==> src/rtl/des_cbc_ctrl_if.sv <==
// Block stream (in/out) and DES core handshake bundle for the ECB/CBC controller.
interface des_cbc_ctrl_if;
  logic        in_valid;
  logic        in_ready;
  logic [63:0] in_data;
  logic        out_valid;
  logic        out_ready;
  logic [63:0] out_data;
  logic        des_start;
  logic [63:0] des_plain;
  logic [63:0] des_key;
  logic [63:0] des_cipher;
  logic        des_valid;

  // slave: the controller; master: block source/sink plus the DES core
  modport slave (
    input  in_valid, in_data, out_ready, des_cipher, des_valid,
    output in_ready, out_valid, out_data, des_start, des_plain, des_key
  );
  modport master (
    output in_valid, in_data, out_ready, des_cipher, des_valid,
    input  in_ready, out_valid, out_data, des_start, des_plain, des_key
  );
endinterface

==> src/rtl/des_cbc_ctrl.sv <==
// ECB/CBC block-mode controller around a DES core: accept block, launch core,
// wait (with watchdog) for the result, return ciphertext.
module des_cbc_ctrl #(
  parameter int TIMEOUT = 64
) (
  input  logic          clk,
  input  logic          rst_n,
  input  logic [63:0]   key,
  input  logic [63:0]   iv,
  input  logic          iv_load,
  input  logic          mode,
  des_cbc_ctrl_if.slave bus,
  output logic          busy,
  output logic          timeout_err
);
  localparam int CW = $clog2(TIMEOUT + 1);

  typedef enum logic [1:0] {S_IDLE, S_LAUNCH, S_WAIT, S_OUTPUT} state_t;

  state_t        state, nxt;
  logic [63:0]   chain, out_q, plain_q, key_q;
  logic          mode_q;
  logic [CW-1:0] cnt;
  logic          terr;
  logic          accept;
  logic          wd_hit;
  logic [63:0]   chain_eff;

  // iv loaded in the accepting cycle chains into that same block
  assign chain_eff = iv_load ? iv : chain;
  assign wd_hit    = (cnt == CW'(TIMEOUT - 1));

  always_comb begin
    nxt           = state;
    bus.in_ready  = 1'b0;
    bus.out_valid = 1'b0;
    bus.des_start = 1'b0;
    busy          = 1'b1;
    accept        = 1'b0;
    case (state)
      S_IDLE: begin
        busy         = 1'b0;
        bus.in_ready = ~rst_n;
        accept       = bus.in_valid & ~rst_n;
        if (accept) nxt = S_LAUNCH;
      end
      S_LAUNCH: begin
        bus.des_start = 1'b1;
        nxt           = S_WAIT;
      end
      S_WAIT: begin
        if (bus.des_valid) nxt = S_OUTPUT;
        else if (wd_hit)   nxt = S_IDLE;
      end
      S_OUTPUT: begin
        bus.out_valid = 1'b1;
        if (bus.out_ready) nxt = S_IDLE;
      end
      default: nxt = S_IDLE;
    endcase
  end

  always_ff @(posedge clk) begin
    if (rst_n) begin
      state   <= S_IDLE;
      chain   <= '0;
      out_q   <= '0;
      plain_q <= '0;
      key_q   <= '0;
      mode_q  <= 1'b0;
      cnt     <= '0;
      terr    <= 1'b0;
    end else begin
      state <= nxt;
      case (state)
        S_IDLE: begin
          if (iv_load) begin
            chain <= iv;
            terr  <= 1'b0;
          end
          if (accept) begin
            plain_q <= bus.in_data ^ (mode ? chain_eff : 64'd0);
            key_q   <= key;
            mode_q  <= mode;
          end
        end
        S_LAUNCH: cnt <= '0;
        S_WAIT: begin
          if (bus.des_valid) begin
            out_q <= bus.des_cipher;
            if (mode_q) chain <= bus.des_cipher;
          end else if (wd_hit) begin
            terr <= 1'b1;
          end else begin
            cnt <= cnt + CW'(1);
          end
        end
        default: ;
      endcase
    end
  end

  assign bus.out_data  = out_q;
  assign bus.des_plain = plain_q;
  assign bus.des_key   = key_q;
  assign timeout_err   = terr;
endmodule

==> src/flat_wrapper.sv <==
// flat-port wrapper written by rule: the top's interface ports become plain ports
module des_cbc_ctrl_flat 
#(
  parameter int TIMEOUT = 64
)
  (clk, rst_n, key, iv, iv_load, mode, busy, timeout_err, bus_in_valid, bus_in_data, bus_out_ready, bus_des_cipher, bus_des_valid, bus_in_ready, bus_out_valid, bus_out_data, bus_des_start, bus_des_plain, bus_des_key);
  des_cbc_ctrl_if bus_i ();
  input  logic clk;
  input  logic rst_n;
  input  logic [63:0] key;
  input  logic [63:0] iv;
  input  logic iv_load;
  input  logic mode;
  output logic busy;
  output logic timeout_err;
  input wire logic [$bits(bus_i.in_valid)-1:0] bus_in_valid;
  input wire logic [$bits(bus_i.in_data)-1:0] bus_in_data;
  input wire logic [$bits(bus_i.out_ready)-1:0] bus_out_ready;
  input wire logic [$bits(bus_i.des_cipher)-1:0] bus_des_cipher;
  input wire logic [$bits(bus_i.des_valid)-1:0] bus_des_valid;
  output wire logic [$bits(bus_i.in_ready)-1:0] bus_in_ready;
  output wire logic [$bits(bus_i.out_valid)-1:0] bus_out_valid;
  output wire logic [$bits(bus_i.out_data)-1:0] bus_out_data;
  output wire logic [$bits(bus_i.des_start)-1:0] bus_des_start;
  output wire logic [$bits(bus_i.des_plain)-1:0] bus_des_plain;
  output wire logic [$bits(bus_i.des_key)-1:0] bus_des_key;
  assign bus_i.in_valid = bus_in_valid;
  assign bus_i.in_data = bus_in_data;
  assign bus_i.out_ready = bus_out_ready;
  assign bus_i.des_cipher = bus_des_cipher;
  assign bus_i.des_valid = bus_des_valid;
  assign bus_in_ready = bus_i.in_ready;
  assign bus_out_valid = bus_i.out_valid;
  assign bus_out_data = bus_i.out_data;
  assign bus_des_start = bus_i.des_start;
  assign bus_des_plain = bus_i.des_plain;
  assign bus_des_key = bus_i.des_key;
  des_cbc_ctrl #(.TIMEOUT(TIMEOUT)) u_core (.clk(clk), .rst_n(rst_n), .key(key), .iv(iv), .iv_load(iv_load), .mode(mode), .bus(bus_i), .busy(busy), .timeout_err(timeout_err));
endmodule
==> config.mk <==
export PLATFORM = sky130hd
export DESIGN_NAME = des_cbc_ctrl_flat
export DESIGN_NICKNAME = d
export VERILOG_FILES = /design/src/rtl/des_cbc_ctrl_if.sv /design/src/rtl/des_cbc_ctrl.sv /design/src/flat_wrapper.sv
export SDC_FILE = /design/constraint.sdc
export NUM_CORES = 1
export LEC_CHECK = 0
export CAP_MARGIN = 20
export CORE_AREA = 3 3 171 207
export DETAILED_ROUTE_END_ITERATION = 16
export DIE_AREA = 0 0 174 210
export GPL_ROUTABILITY_DRIVEN = 0
export HOLD_SLACK_MARGIN = 0.06
export PLACE_DENSITY = 0.69
export SETUP_SLACK_MARGIN = 0.4
export SLEW_MARGIN = 30
export SYNTH_ARGS = -nofsm -noshare
export SYNTH_HDL_FRONTEND = slang
export SYNTH_SLANG_ARGS = --single-unit
==> constraint.sdc <==
create_clock -name clk -period 1.9 [get_ports clk]
set_clock_uncertainty 0.1 [all_clocks]
set_input_delay 0.19 -clock clk [delete_from_list [all_inputs] [get_ports clk]]
set_output_delay 0.19 -clock clk [all_outputs]
set_load 0.01 [all_outputs]
Yosys cells after proc, flatten, opt, wreduce, memory -nomap -nowiden
Cells that the tools add are included.
{"block": "word_totals", "word_cells": 56, "output_inout_bits": 197, "register_bits": 267}
{"block": "classes", "reduce_logical": 9, "addsub": 1, "n_mux": 22, "eq_ne": 13, "bitwise": 3}
{"op": "$mux 64", "count": 4}
{"op": "$pmux 64 s2", "count": 1}
{"op": "$xor 64x64->64", "count": 1}
{"op": "$mux 7", "count": 2}
{"op": "$pmux 7 s2", "count": 1}
{"op": "$ne 2x2->1 const B", "count": 5}
{"op": "$reduce_and 3->1", "count": 3}
{"op": "$mux 1", "count": 8}
{"op": "$mux 2", "count": 4}
{"op": "$pmux 2 s4", "count": 1}
{"op": "$add 7x1->7 const B", "count": 1}
{"op": "$eq 7x6->1 const B", "count": 1}
{"op": "$ne 2x1->1 const B", "count": 3}
{"op": "$eq 2x2->1 const B", "count": 2}
{"op": "$reduce_and 2->1", "count": 2}
{"op": "$reduce_and 4->1", "count": 1}
{"op": "$reduce_bool 2->1", "count": 2}
{"op": "$ne 3x2->1 const B", "count": 1}
{"op": "$eq 2x1->1 const B", "count": 1}
{"op": "$logic_not 2->1", "count": 1}
{"op": "$pmux 1 s2", "count": 1}
{"op": "$and 1x1->1", "count": 1}
{"op": "$not 1->1", "count": 1}

Logic depth before layout (Yosys ltp)
Gate-level depths: netlist of run 1.
{"block": "depth", "depth_word": 4, "depth_mapped": 7, "mapped_depth_nobuf": 4}

Worst setup path before layout of run 1
No wires, ideal clock.
{"block": "synth_timing", "path_kind": "register to register", "from": "register u_core.state[1]", "to": "register u_core.key_q[53], in the netlist u_core.bus.des_key[53]", "required_time_ns": 1.687, "setup_ns": 0.113, "path_buffers": 4, "stages_incl_launch_ff": 8, "arrival_ns": 1.644, "setup_slack_ns": 0.043, "cell_sequence": "dfxtp_1 > or4b_4 > buf_6 > buf_6 > clkbuf_1 > buf_1 > nand3b_1 > nand2_1"}
{"block": "synth_between", "elab_chain_cells": 3}
{"element": "start: declaration", "line_no": "des_cbc_ctrl.sv:20", "source": "state_t state, nxt;"}
{"element": "start signal: assignment", "line_no": "des_cbc_ctrl.sv:74", "source": "state <= nxt;"}
{"element": "$logic_not 2->1 (*)", "line_no": "des_cbc_ctrl.sv:40, des_cbc_ctrl.sv:75"}
{"element": "$mux 1", "line_no": "des_cbc_ctrl.sv:40", "source": "case (state)"}
{"element": "$reduce_and 2->1 (no line) (*)"}
{"element": "end signal: assignment", "line_no": "des_cbc_ctrl.sv:83", "source": "key_q <= key;"}
{"element": "end: declaration", "line_no": "des_cbc_ctrl.sv:21", "source": "logic [63:0] chain, out_q, plain_q, key_q;"}
Every way passes the cells marked *; elsewhere a longest branch is shown, timed or not.
A chain may end at the register's enable or synchronous reset.

Worst setup path in the final report of run 1
{"block": "layout_timing", "from": "register u_core.state[1]", "to": "register u_core.plain_q[3], in the netlist u_core.bus.des_plain[3]"}
{"block": "layout_between", "elab_chain_cells": 3}
{"element": "$logic_not 2->1 (*)", "line_no": "des_cbc_ctrl.sv:40, des_cbc_ctrl.sv:75"}
{"element": "$mux 1", "line_no": "des_cbc_ctrl.sv:40"}
{"element": "$reduce_and 2->1 (no line) (*)"}
{"element": "end signal: assignment", "line_no": "des_cbc_ctrl.sv:82", "source": "plain_q <= bus.in_data ^ (mode ? chain_eff : 64'd0);"}
{"element": "end: declaration", "line_no": "des_cbc_ctrl.sv:21"}
Marked as above.

==> run_summary.xml, run 1 <==
<?xml version="1.0" encoding="UTF-8"?>
<metrics>
  <group name="outcome">
    <metric name="run_status" unit="">finished, violations left</metric>
    <metric name="violated_checks" unit="">setup timing</metric>
  </group>
  <group name="placement">
    <metric name="placed_cells_incl_taps" unit="">2186</metric>
    <metric name="place_ws" unit="ns">-0.334</metric>
    <metric name="dp.final_hpwl" unit="microns">31200</metric>
    <metric name="io_buffer_count" unit="">459</metric>
  </group>
  <group name="die">
    <metric name="core-area" unit="sq um">33700</metric>
    <metric name="design.die.area" unit="sq um">36500</metric>
    <metric name="die_height" unit="microns">210</metric>
    <metric name="num_rows" unit="">74</metric>
    <metric name="die_w" unit="microns">174</metric>
    <metric name="start_util" unit="%">34.7</metric>
    <metric name="boundaryPins" unit="">460</metric>
  </group>
  <group name="pwr">
    <metric name="irDropWorstVdd" unit="uV">826</metric>
    <metric name="power" unit="mW">15.9</metric>
    <metric name="power_leakage" unit="nW">8.51</metric>
    <metric name="power_per_cell_area" unit="nW/um^2">827</metric>
  </group>
  <group name="route">
    <metric name="routed_wire_length_per_instance" unit="microns">20.7</metric>
    <metric name="antenna_violating_nets_post_route" unit="">0</metric>
    <metric name="drt_drc_violations_left" unit="">0</metric>
    <metric name="drtIter0Drc" unit="">765</metric>
    <metric name="routed-via-count" unit="">12100</metric>
    <metric name="route.detailed.vias_per_inst" unit="">5.26</metric>
    <metric name="wl" unit="microns">47700</metric>
    <metric name="drt_pre_antenna_iters" unit="">5</metric>
  </group>
  <group name="grt">
    <metric name="antenna_found_initial" unit="">5</metric>
    <metric name="grt_pass1_vias" unit="">12100</metric>
    <metric name="global_route.overflow_total" unit="">0</metric>
    <metric name="grt_max_degree" unit="">119</metric>
    <metric name="grt_first_pass_wirelength" unit="microns">68600</metric>
    <metric name="grtUsageTotal" unit="%">23.1</metric>
  </group>
  <group name="logic_synthesis">
    <metric name="synthesis.area" unit="sq um">11700</metric>
    <metric name="synthTopCellsByArea" unit="">dfxtp_1 46%, nand3b_1 8.4%, nand2_1 8.4%, a21oi_1 5.6%, mux2i_1 5.6%</metric>
    <metric name="syn_nets" unit="">1610</metric>
    <metric name="yosysTopAreaCell" unit="">dfxtp_1</metric>
    <metric name="yosysMostFrequentCell" unit="">dfxtp_1</metric>
    <metric name="synth_area_per_cell" unit="sq um">8.69</metric>
    <metric name="netlist-cell-type-count" unit="">36</metric>
    <metric name="synth_seq_cells" unit="">267</metric>
    <metric name="yosys-top-cells-count" unit="">267 x dfxtp_1, 261 x nand2_1, 132 x a21oi_1</metric>
    <metric name="ys_seq_area_share" unit="%">45.7</metric>
    <metric name="asyncSetResetFlopFracSynth" unit="%">0</metric>
    <metric name="dominantRegCellSynth" unit="">dfxtp_1</metric>
    <metric name="synth_top_area_share" unit="%">45.7</metric>
    <metric name="synth-warning-count" unit="">0</metric>
    <metric name="post_synth_inst_count" unit="">1346</metric>
    <metric name="synth_enable_flop_cells" unit="">0</metric>
  </group>
  <group name="critical_path">
    <metric name="worst_path_largest_cell_delay" unit="ns">0.56</metric>
    <metric name="cp.buffers_inverters" unit="">2</metric>
    <metric name="required" unit="ns">2.30</metric>
    <metric name="cp_max_fo" unit="">7</metric>
    <metric name="crit_path_start_kind" unit="">flop</metric>
    <metric name="cp_slowest_cell" unit="">or4b_4</metric>
    <metric name="worst_setup_path_end_kind" unit="">flop</metric>
    <metric name="timing.setup.critical_path_class" unit="">reg -&gt; reg</metric>
    <metric name="crit_arrival" unit="ns">2.32</metric>
    <metric name="crit_family" unit="">simple AND/OR/NAND/NOR gates</metric>
    <metric name="crit_chain" unit="">or4b_4 -&gt; buf_12 -&gt; clkbuf_16 -&gt; or4_4 -&gt; nand3_2</metric>
  </group>
  <group name="clock_network">
    <metric name="worst_skew_pair.late_latency" unit="ns">0.56</metric>
    <metric name="clock_tree.root_cell" unit="">clkbuf_16</metric>
    <metric name="numCtsBuffers" unit="">29</metric>
    <metric name="path_clk_slew" unit="ns">0.06</metric>
    <metric name="tritoncts" unit="">done</metric>
    <metric name="clkSinkCount" unit="">267</metric>
    <metric name="cts_max_level" unit="">1</metric>
    <metric name="max-clock-path-buffers" unit="">3</metric>
  </group>
  <group name="timing">
    <metric name="setup-violations-final" unit="">3</metric>
    <metric name="final_min_period_over_clock_period" unit="%">101</metric>
    <metric name="worst_slew_margin_rel" unit="%">44.5</metric>
    <metric name="final_hold_violating_endpoints" unit="">0</metric>
    <metric name="worst_slew_pin_slew" unit="ns">0.832</metric>
    <metric name="maxClockFrequency" unit="MHz">520</metric>
    <metric name="grt_setup_unrepaired" unit="">true</metric>
    <metric name="post-route-worst-setup-slack" unit="ns">-0.0238</metric>
    <metric name="slew_violations" unit="">0</metric>
    <metric name="min_period" unit="ns">1.92</metric>
  </group>
  <group name="worst_hold_path">
    <metric name="timing.hold.worst.class" unit="">in -&gt; reg</metric>
  </group>
  <group name="final_layout">
    <metric name="layoutNonFillerInstCount" unit="">2310</metric>
    <metric name="area_growth" unit="%">64.7</metric>
    <metric name="share_of_cells_above_drive_strength_1" unit="%">11.0</metric>
    <metric name="nets" unit="">2092</metric>
  </group>
  <group name="job">
    <metric name="max_cap_viol_count" unit="">0</metric>
  </group>
</metrics>
==> per-layer routing <==
metal	vias to the layer above	share of wire [%]	track usage [%]	routed length, microns
met3	89	7.0	4.97	3350
met5	-	0	0	0
met1	5784	39	26.3	18400
met2	486	51	41.8	24200
met4	0	3.7	9.88	1780
li1	5788	-	-	-
==> metrics by stage <==
| step | TNS [ns] | area (sq um) | utilization, % | hold slack [ns] |
|---|---|---|---|---|
| 2_1_floorplan | 0 | 11800 | - | 0.189 |
| 3_3_place_gp | -29.19 | 17000 | 50.4 | 0.342 |
| 3_5_place_dp | -30.07 | 17000 | 50.4 | 0.348 |
| 4_1_cts | 0 | 18500 | 54.8 | 0.0603 |
| 5_1_grt | -1.04 | 19300 | 57.2 | 0.0878 |
| 6_report | -0.0641 | 19300 | 57.2 | 0.0824 |
==> cell families (layout without fill, tap and decap cells) <==
family | Yosys count | count (layout) | share of synthesized area [%]
mux | 68 | 68 | 5.85
flops | 267 | 267 | 45.7
other cells | 0 | 5 | 0
fa+ha+maj | 1 | 1 | 0.107
simple gates | 614 | 614 | 28.7
buf+inv | 125 | 628 | 4.36
compound gates | 271 | 271 | 15.3
==> layout make-up <==
| class | instances | area (sq um) |
|---|---|---|
| fill | 2945 | 14400 |
| timing repair buffer | 573 | 6150 |
| multi-input combinational | 954 | 6140 |
| sequential | 267 | 5360 |
| clock buffer | 39 | 803 |
| tap | 456 | 571 |
| clock inverter | 13 | 223 |
| inverter | 3 | 15.0 |
| antenna | 5 | 12.5 |
==> worst register-to-register path: stages, from the launching register on <==
cell and delay [ns]:
dfxtp_4 0.35, or4b_4 0.56, buf_12 0.17, clkbuf_16 0.15, or4_4 0.48, nand3_2 0.06
==> timing repair <==
item | in CTS | in global routing
buffers inserted | 2 | 14
endpoints found under the setup margin | 460 | 450
hold endpoints to repair | 44 | 0
pin swaps | 3 | 41
hold buffers | 41 | 0
cloned | 0 | 10
resized for setup | 85 | 136
==> state kept, by name (all words and copies together) (netlist names) <==
signal                flops
u_core.timeout_err        1
u_core.bus.out_data      64
u_core.bus.des_key       64
u_core.mode_q             1
u_core.bus.des_plain     64
u_core.state              2
u_core.cnt                7
u_core.chain             64
==> path summary, 6_finish.rpt <==
kind                                        from                                   end  slack, ns  depth (start not counted)
min reg2reg  u_core.bus.out_data[1]$_SDFFE_PP0P_   u_core.bus.out_data[1]$_SDFFE_PP0P_       0.35                          2
max                 u_core.state[1]$_SDFFE_PP0P_  u_core.bus.des_plain[3]$_SDFFE_PP0P_      -0.02                          5
max reg2reg         u_core.state[1]$_SDFFE_PP0P_  u_core.bus.des_plain[3]$_SDFFE_PP0P_      -0.02                          5
min                                      key[41]   u_core.bus.des_key[41]$_SDFFE_PP0P_       0.08                          3
==> placed cells by master (no fill, tap or decap), types with 35 or more instances in the layout <==
cell	n
a21oi_1	116
a22o_1	64
clkbuf_16	35
clkdlybuf4s50_1	376
dfxtp_1	260
dlygate4sd3_1	41
dlymetal6s2s_1	63
mux2i_1	65
nand2_1	251
nand3_1	63
nand3b_1	131
nor2b_1	64
o211ai_1	66
or4_1	59
==> power breakdown <==
group	internal (mW)	switching [mW]	total [mW]
Combinational	1.84	1.59	3.43
Sequential	6.09	0.274	6.37
Clock	3.77	2.37	6.14
Total	11.7	4.24	15.9
Power figures use the tool's default switching activity.
==> run 2, diff against run 1 <==
--- a/config.mk
+++ b/config.mk
@@ -12,2 +12,3 @@
 export GPL_ROUTABILITY_DRIVEN = 0
+export GPL_TIMING_DRIVEN = 0
 export HOLD_SLACK_MARGIN = 0.06
==> constraint.sdc (replaced) <==
create_clock -name clk -period 1.9 [get_ports clk]
set_clock_uncertainty 0.1 [all_clocks]
set_input_delay 0.285 -clock clk [delete_from_list [all_inputs] [get_ports clk]]
set_output_delay 0.285 -clock clk [all_outputs]
set_load 0.01 [all_outputs]
==> run 2 against run 1 <==
Net effect: the flow still finishes with violations (setup timing); sequential power barely moved; fmax decreased by 4.4%; clock power is 7.2% lower.
==> run_summary.xml, run 2 (synthesis results as in run 1) <==
<?xml version="1.0" encoding="UTF-8"?>
<metrics>
  <group name="final_layout">
    <metric name="area.sequential" unit="sq um">5400</metric>
    <metric name="nets" unit="">2162</metric>
    <metric name="share_of_cells_above_drive_strength_1" unit="%">30.5</metric>
    <metric name="area_growth" unit="%">73.9</metric>
    <metric name="layout.cells.most_common_list" unit="">261 x clkdlybuf4s50_1, 224 x dfxtp_1, 199 x nand2_1</metric>
    <metric name="fill_cells" unit="">2955</metric>
    <metric name="postLayoutCoreUtil" unit="%">60.4</metric>
    <metric name="mostFrequentLayoutCell" unit="">clkdlybuf4s50_1</metric>
    <metric name="multiInputGateArea" unit="sq um">7020</metric>
    <metric name="layoutNonFillerInstCount" unit="">2386</metric>
  </group>
  <group name="critical_path">
    <metric name="timing.setup.critical_path_class" unit="">reg -&gt; reg</metric>
    <metric name="worst_setup_path_end_kind" unit="">flop</metric>
    <metric name="cp_max_fo" unit="">6</metric>
    <metric name="crit_path_start_kind" unit="">flop</metric>
    <metric name="crit_arrival" unit="ns">2.40</metric>
    <metric name="required" unit="ns">2.29</metric>
  </group>
  <group name="die">
    <metric name="start_util" unit="%">34.7</metric>
    <metric name="design.die.area" unit="sq um">36500</metric>
    <metric name="core-area" unit="sq um">33700</metric>
    <metric name="die_height" unit="microns">210</metric>
    <metric name="boundaryPins" unit="">460</metric>
    <metric name="die_w" unit="microns">174</metric>
    <metric name="num_rows" unit="">74</metric>
  </group>
  <group name="timing">
    <metric name="post-route-worst-setup-slack" unit="ns">-0.113</metric>
    <metric name="min_period" unit="ns">2.01</metric>
    <metric name="worst_slew_margin_rel" unit="%">45.5</metric>
    <metric name="final_hold_violating_endpoints" unit="">0</metric>
    <metric name="final_min_period_over_clock_period" unit="%">106</metric>
    <metric name="grt_setup_unrepaired" unit="">true</metric>
    <metric name="slew_violations" unit="">0</metric>
    <metric name="final.hold.worst_slack" unit="ns">0.167</metric>
    <metric name="worst_slew_pin_slew" unit="ns">0.818</metric>
    <metric name="setup-violations-final" unit="">123</metric>
    <metric name="maxClockFrequency" unit="MHz">497</metric>
  </group>
  <group name="pwr">
    <metric name="power.internal" unit="mW">11.5</metric>
    <metric name="clock_power_share" unit="%">35.7</metric>
    <metric name="power_switching_share" unit="%">28.1</metric>
    <metric name="power_leakage" unit="nW">9.48</metric>
    <metric name="power.share.sequential" unit="%">40.1</metric>
    <metric name="power_per_cell_area" unit="nW/um^2">784</metric>
    <metric name="share_comb_of_total_power" unit="%">24.2</metric>
    <metric name="irDropWorstVdd" unit="uV">590</metric>
    <metric name="total_switching_power" unit="mW">4.49</metric>
    <metric name="power" unit="mW">15.9</metric>
  </group>
  <group name="grt">
    <metric name="grt_pass1_vias" unit="">12600</metric>
    <metric name="grt_max_degree" unit="">15</metric>
    <metric name="antenna_found_initial" unit="">12</metric>
    <metric name="grtUsageTotal" unit="%">26.5</metric>
    <metric name="global_route.overflow_total" unit="">0</metric>
    <metric name="grt_first_pass_wirelength" unit="microns">76200</metric>
  </group>
  <group name="placement">
    <metric name="place_ws" unit="ns">-1.49</metric>
    <metric name="dp.final_hpwl" unit="microns">37600</metric>
    <metric name="io_buffer_count" unit="">458</metric>
    <metric name="placed_cells_incl_taps" unit="">2260</metric>
  </group>
  <group name="job">
    <metric name="max_cap_viol_count" unit="">0</metric>
  </group>
  <group name="outcome">
    <metric name="run_status" unit="">finished, violations left</metric>
    <metric name="violated_checks" unit="">setup timing</metric>
  </group>
  <group name="route">
    <metric name="wl" unit="microns">53800</metric>
    <metric name="drt_drc_violations_left" unit="">0</metric>
    <metric name="routed-via-count" unit="">12800</metric>
    <metric name="antenna_violating_nets_post_route" unit="">0</metric>
    <metric name="drt_pre_antenna_iters" unit="">6</metric>
    <metric name="routed_wire_length_per_instance" unit="microns">22.5</metric>
    <metric name="drtIter0Drc" unit="">786</metric>
    <metric name="route.detailed.vias_per_inst" unit="">5.36</metric>
  </group>
  <group name="worst_hold_path">
    <metric name="timing.hold.worst.class" unit="">in -&gt; reg</metric>
  </group>
  <group name="clock_network">
    <metric name="clock_tree.root_cell" unit="">clkbuf_16</metric>
    <metric name="numCtsBuffers" unit="">29</metric>
    <metric name="clkSinkCount" unit="">267</metric>
    <metric name="cts_max_level" unit="">1</metric>
    <metric name="worst_skew_pair.late_latency" unit="ns">0.55</metric>
    <metric name="cts_hold_repair.buffers" unit="">0</metric>
    <metric name="path_clk_slew" unit="ns">0.06</metric>
    <metric name="max-clock-path-buffers" unit="">3</metric>
    <metric name="tritoncts" unit="">done</metric>
  </group>
</metrics>
-- run 2: power by group through the flow --
stage / logic [mW] / registers, mW / clock network [mW]
final: 3.86 / 6.40 / 5.70
after global routing: 4.10 / 6.44 / 6.03
after CTS: 3.47 / 6.37 / 5.80
after detailed placement: 3.16 / 6.48 / 0
after global placement: 3.12 / 6.46 / 0
after floorplan: 1.27 / 6.57 / 0
-- run 2: worst max-delay path, cell delays in order (launching register included) --
cell and delay (ns):
dfxtp_4 0.36, or4b_4 0.59, buf_8 0.18, clkbuf_16 0.17, or4_4 0.48, nand3_2 0.06
-- run 2: layer usage --
| metal | part of all wire [%] | global-route usage [%] | vias up |
|---|---|---|---|
| li1 | - | - | 5962 |
| met1 | 38 | 30.6 | 6160 |
| met2 | 50 | 47.3 | 523 |
| met3 | 6.4 | 5.62 | 131 |
| met4 | 5.2 | 11.7 | 2 |
| met5 | 0.037 | 0 | - |
-- run 2: repair_timing --
item	4_1_cts	5_1_grt
pin swaps	84	128
resized for setup	287	711
cloned	11	12
buffers inserted	29	11
setup endpoints to repair	464	457
-- run 2: area by class of cell --
class                   count  share of cell area, %
inverters                   3                 0.0553
clock inverters             7                  0.455
repair buffers            521                   25.8
multi-input cells         954                   34.5
flip-flops and latches    267                   26.6
well taps                 456                   2.80
plain buffers             122                   5.42
clock buffers              44                   4.19
diodes                     12                  0.148
-- run 2: worst paths after layout --
kind | start | to | slack (ns) | cells after the start
min | key[42] | u_core.bus.des_key[42]$_SDFFE_PP0P_ | 0.17 | 3
max reg2reg | u_core.state[0]$_SDFFE_PP0P_ | u_core.bus.des_plain[60]$_SDFFE_PP0P_ | -0.11 | 5
max | u_core.state[0]$_SDFFE_PP0P_ | u_core.bus.des_plain[60]$_SDFFE_PP0P_ | -0.11 | 5
min reg2reg | u_core.bus.out_data[54]$_SDFFE_PP0P_ | u_core.bus.out_data[54]$_SDFFE_PP0P_ | 0.36 | 2
-- run 2: metrics by stage --
step | cell area (sq um) | TNS, ns
floorplan | 11800 | 0
global placement | 16900 | -214.51
detailed placement | 16900 | -227.58
CTS | 19000 | -8.44
global route | 20300 | -15.13
finish | 20300 | -8.36
==> run 3, diff against run 2 <==
CORE_AREA = 3 3 223 159   (was 3 3 171 207)
DIE_AREA = 0 0 226 162   (was 0 0 174 210)
PLACE_DENSITY = 0.66   (was 0.69)
clock period = 2 ns   (was 1.9 ns; I/O delays follow)
==> run 3 against run 2 <==
Net effect: the run now ends clean; sequential share of layout area up 0.72 points; register-to-register slack better by 0.13 ns; clock-buffer cell count down 1; critical endpoint is now u_core.bus.des_plain[56]$_SDFFE_PP0P_; largest power group unchanged.
==> run_summary.xml, run 3 (synthesis results as in run 1) <==
<?xml version="1.0" encoding="UTF-8"?>
<metrics>
  <group name="pwr">
    <metric name="power.internal" unit="mW">10.8</metric>
    <metric name="irDropWorstVdd" unit="uV">560</metric>
    <metric name="power_switching_share" unit="%">27.8</metric>
    <metric name="power_leakage" unit="nW">10.8</metric>
    <metric name="clock_power_share" unit="%">37.0</metric>
    <metric name="power_per_cell_area" unit="nW/um^2">762</metric>
    <metric name="power.share.sequential" unit="%">40.4</metric>
    <metric name="share_comb_of_total_power" unit="%">22.6</metric>
    <metric name="total_switching_power" unit="mW">4.15</metric>
  </group>
  <group name="clock_network">
    <metric name="clkSinkCount" unit="">267</metric>
    <metric name="numCtsBuffers" unit="">30</metric>
    <metric name="path_clk_slew" unit="ns">0.06</metric>
    <metric name="worst_skew_pair.late_latency" unit="ns">0.57</metric>
    <metric name="clock_tree.root_cell" unit="">clkbuf_16</metric>
    <metric name="tritoncts" unit="">done</metric>
    <metric name="max-clock-path-buffers" unit="">3</metric>
    <metric name="cts_max_level" unit="">1</metric>
  </group>
  <group name="route">
    <metric name="antenna_violating_nets_post_route" unit="">0</metric>
    <metric name="drt_drc_violations_left" unit="">0</metric>
    <metric name="drt_pre_antenna_iters" unit="">5</metric>
    <metric name="wl" unit="microns">50800</metric>
    <metric name="drtIter0Drc" unit="">866</metric>
    <metric name="routed-via-count" unit="">12400</metric>
    <metric name="route.detailed.vias_per_inst" unit="">5.31</metric>
    <metric name="routed_wire_length_per_instance" unit="microns">21.8</metric>
  </group>
  <group name="final_layout">
    <metric name="mostFrequentLayoutCell" unit="">dfxtp_1</metric>
    <metric name="share_of_cells_above_drive_strength_1" unit="%">13.1</metric>
    <metric name="postLayoutCoreUtil" unit="%">58.7</metric>
    <metric name="area_growth" unit="%">67.7</metric>
    <metric name="layout.cells.most_common_list" unit="">265 x dfxtp_1, 261 x clkdlybuf4s50_1, 259 x nand2_1</metric>
    <metric name="final_design_area_no_fill" unit="sq um">19600</metric>
    <metric name="nets" unit="">2133</metric>
  </group>
  <group name="grt">
    <metric name="globalRouteMet1Util" unit="%">36.2</metric>
    <metric name="grt_pass1_vias" unit="">12100</metric>
    <metric name="grt.met3_usage" unit="%">6.20</metric>
    <metric name="grt_max_degree" unit="">15</metric>
    <metric name="grt_first_pass_wirelength" unit="microns">73800</metric>
    <metric name="global_route.peak_usage_layer" unit="">met2</metric>
    <metric name="globalRouteMet2Util" unit="%">40.9</metric>
    <metric name="grtUsageTotal" unit="%">25.9</metric>
    <metric name="antenna_found_initial" unit="">3</metric>
    <metric name="global_route.overflow_total" unit="">0</metric>
  </group>
  <group name="outcome">
    <metric name="run_status" unit="">finished, final reports clean</metric>
  </group>
  <group name="critical_path">
    <metric name="worst-r2r-cell-count" unit="">7</metric>
    <metric name="rr_startpoint" unit="">u_core.state[1]$_SDFFE_PP0P_</metric>
    <metric name="timing.rr.end" unit="">u_core.bus.des_plain[56]$_SDFFE_PP0P_</metric>
    <metric name="timing.setup.critical_path_class" unit="">reg -&gt; reg</metric>
    <metric name="cp_max_fo" unit="">10</metric>
    <metric name="rrSetupSlack" unit="ns">0.02</metric>
    <metric name="critical_path_depth" unit="">7</metric>
    <metric name="cp_slowest_cell" unit="">or4b_4</metric>
    <metric name="crit_path_start_kind" unit="">flop</metric>
    <metric name="crit_family" unit="">simple AND/OR/NAND/NOR gates</metric>
    <metric name="worst_setup_path_end_kind" unit="">flop</metric>
    <metric name="cp.buffers_inverters" unit="">4</metric>
    <metric name="setup.worst_path.start" unit="">u_core.state[1]$_SDFFE_PP0P_</metric>
    <metric name="worst_path_largest_cell_delay" unit="ns">0.57</metric>
    <metric name="critPathCapture" unit="">u_core.bus.des_plain[56]$_SDFFE_PP0P_</metric>
    <metric name="cp_common_cell" unit="">buf_12</metric>
    <metric name="crit_arrival" unit="ns">2.32</metric>
    <metric name="crit_chain" unit="">or4b_4 -&gt; buf_8 -&gt; buf_12 -&gt; clkbuf_16 -&gt; buf_12 -&gt; nand3b_1 -&gt; nand3_2</metric>
    <metric name="required" unit="ns">2.34</metric>
  </group>
  <group name="placement">
    <metric name="io_buffer_count" unit="">458</metric>
    <metric name="placed_cell_area" unit="sq um">16900</metric>
    <metric name="dp.final_hpwl" unit="microns">37000</metric>
    <metric name="place_ws" unit="ns">-1.31</metric>
  </group>
  <group name="die">
    <metric name="boundaryPins" unit="">460</metric>
    <metric name="design.die.area" unit="sq um">36600</metric>
    <metric name="start_util" unit="%">35.0</metric>
    <metric name="die_height" unit="microns">162</metric>
    <metric name="num_rows" unit="">56</metric>
    <metric name="die_w" unit="microns">226</metric>
    <metric name="core-area" unit="sq um">33400</metric>
  </group>
  <group name="timing">
    <metric name="final_hold_violating_endpoints" unit="">0</metric>
    <metric name="grt_setup_unrepaired" unit="">true</metric>
    <metric name="worst_slew_margin_rel" unit="%">50.1</metric>
    <metric name="final_min_period_over_clock_period" unit="%">99.2</metric>
    <metric name="maxClockFrequency" unit="MHz">504</metric>
    <metric name="worst_slew_pin_slew" unit="ns">0.749</metric>
    <metric name="setup-violations-final" unit="">0</metric>
    <metric name="slew_violations" unit="">0</metric>
    <metric name="post-route-worst-setup-slack" unit="ns">0.0159</metric>
    <metric name="min_period" unit="ns">1.98</metric>
  </group>
  <group name="worst_hold_path">
    <metric name="hold_start" unit="">key[26]</metric>
    <metric name="timing.hold.worst.class" unit="">in -&gt; reg</metric>
  </group>
  <group name="job">
    <metric name="max_cap_viol_count" unit="">0</metric>
  </group>
</metrics>
[run 3: changes by cell type in the layout (fill, tap and decap cells not counted), sizes merged, moves of 3 or more]
cell	delta
diode	-6
dlygate4sd2	+3
clkbuf	-85
dlymetal6s2s	+103
buf	-52
[run 3: cell type report]
type                    count  area, sq um
flip-flops and latches    267         5350
fillers                  2909        13800
well taps                 435          544
clock buffers              43          901
clock inverters             6         61.3
multi-input cells         954         6150
repair buffers            491         5520
plain buffers             122         1060
inverters                   3         11.3
diodes                      6         15.0
[run 3: worst min path at each step]
stage | cells past startpoint | to | slack [ns]
after floorplan | 2 | u_core.bus.des_key[0]$_SDFFE_PP0P_ | 0.30
after global placement | 2 | u_core.bus.out_data[39]$_SDFFE_PP0P_ | 0.34
after detailed placement | 2 | u_core.bus.out_data[5]$_SDFFE_PP0P_ | 0.35
after CTS | 3 | u_core.bus.des_key[26]$_SDFFE_PP0P_ | 0.13
after global routing | 3 | u_core.bus.des_key[33]$_SDFFE_PP0P_ | 0.15
final | 3 | u_core.bus.des_key[26]$_SDFFE_PP0P_ | 0.16
[run 3: layer usage]
metal	vias up	wire (microns)
met1	5976	23200
met3	67	3730
met4	2	1000
met2	433	22900
li1	5878	-
met5	-	13
[run 3: worst register-to-register path, stage by stage, from the launching register on]
cell	delay, ns
dfxtp_4	0.36
or4b_4	0.58
buf_8	0.18
buf_12	0.14
clkbuf_16	0.18
buf_12	0.16
nand3b_1	0.10
nand3_2	0.08
[run 3: per-stage QoR]
stage | hold slack, ns | TNS (ns) | total power, mW | std cells
3_3_place_gp | 0.342 | -214.19 | 9.08 | 2239
5_1_grt | 0.149 | -0.158 | 15.5 | 2323
3_5_place_dp | 0.347 | -225.01 | 9.14 | 2239
4_1_cts | 0.128 | 0 | 14.9 | 2310
6_report | 0.162 | 0 | 14.9 | 2327
2_1_floorplan | 0.299 | 0 | 7.43 | 1346
[run 3: timing repair]
item	in CTS	in global routing
pin swaps	24	37
hold buffers	0	0
gates cloned	2	8
endpoints found under the setup margin	464	464
gates resized for setup	194	294
setup buffers	20	3
[run 3: power by group through the flow]
| stage | logic (mW) | registers (mW) | clock network (mW) |
|---|---|---|---|
| final | 3.38 | 6.04 | 5.53 |
| after global routing | 3.61 | 6.09 | 5.82 |
| after CTS | 3.29 | 6.04 | 5.62 |
| after detailed placement | 2.99 | 6.15 | 0 |
| after global placement | 2.95 | 6.13 | 0 |
| after floorplan | 1.19 | 6.24 | 0 |
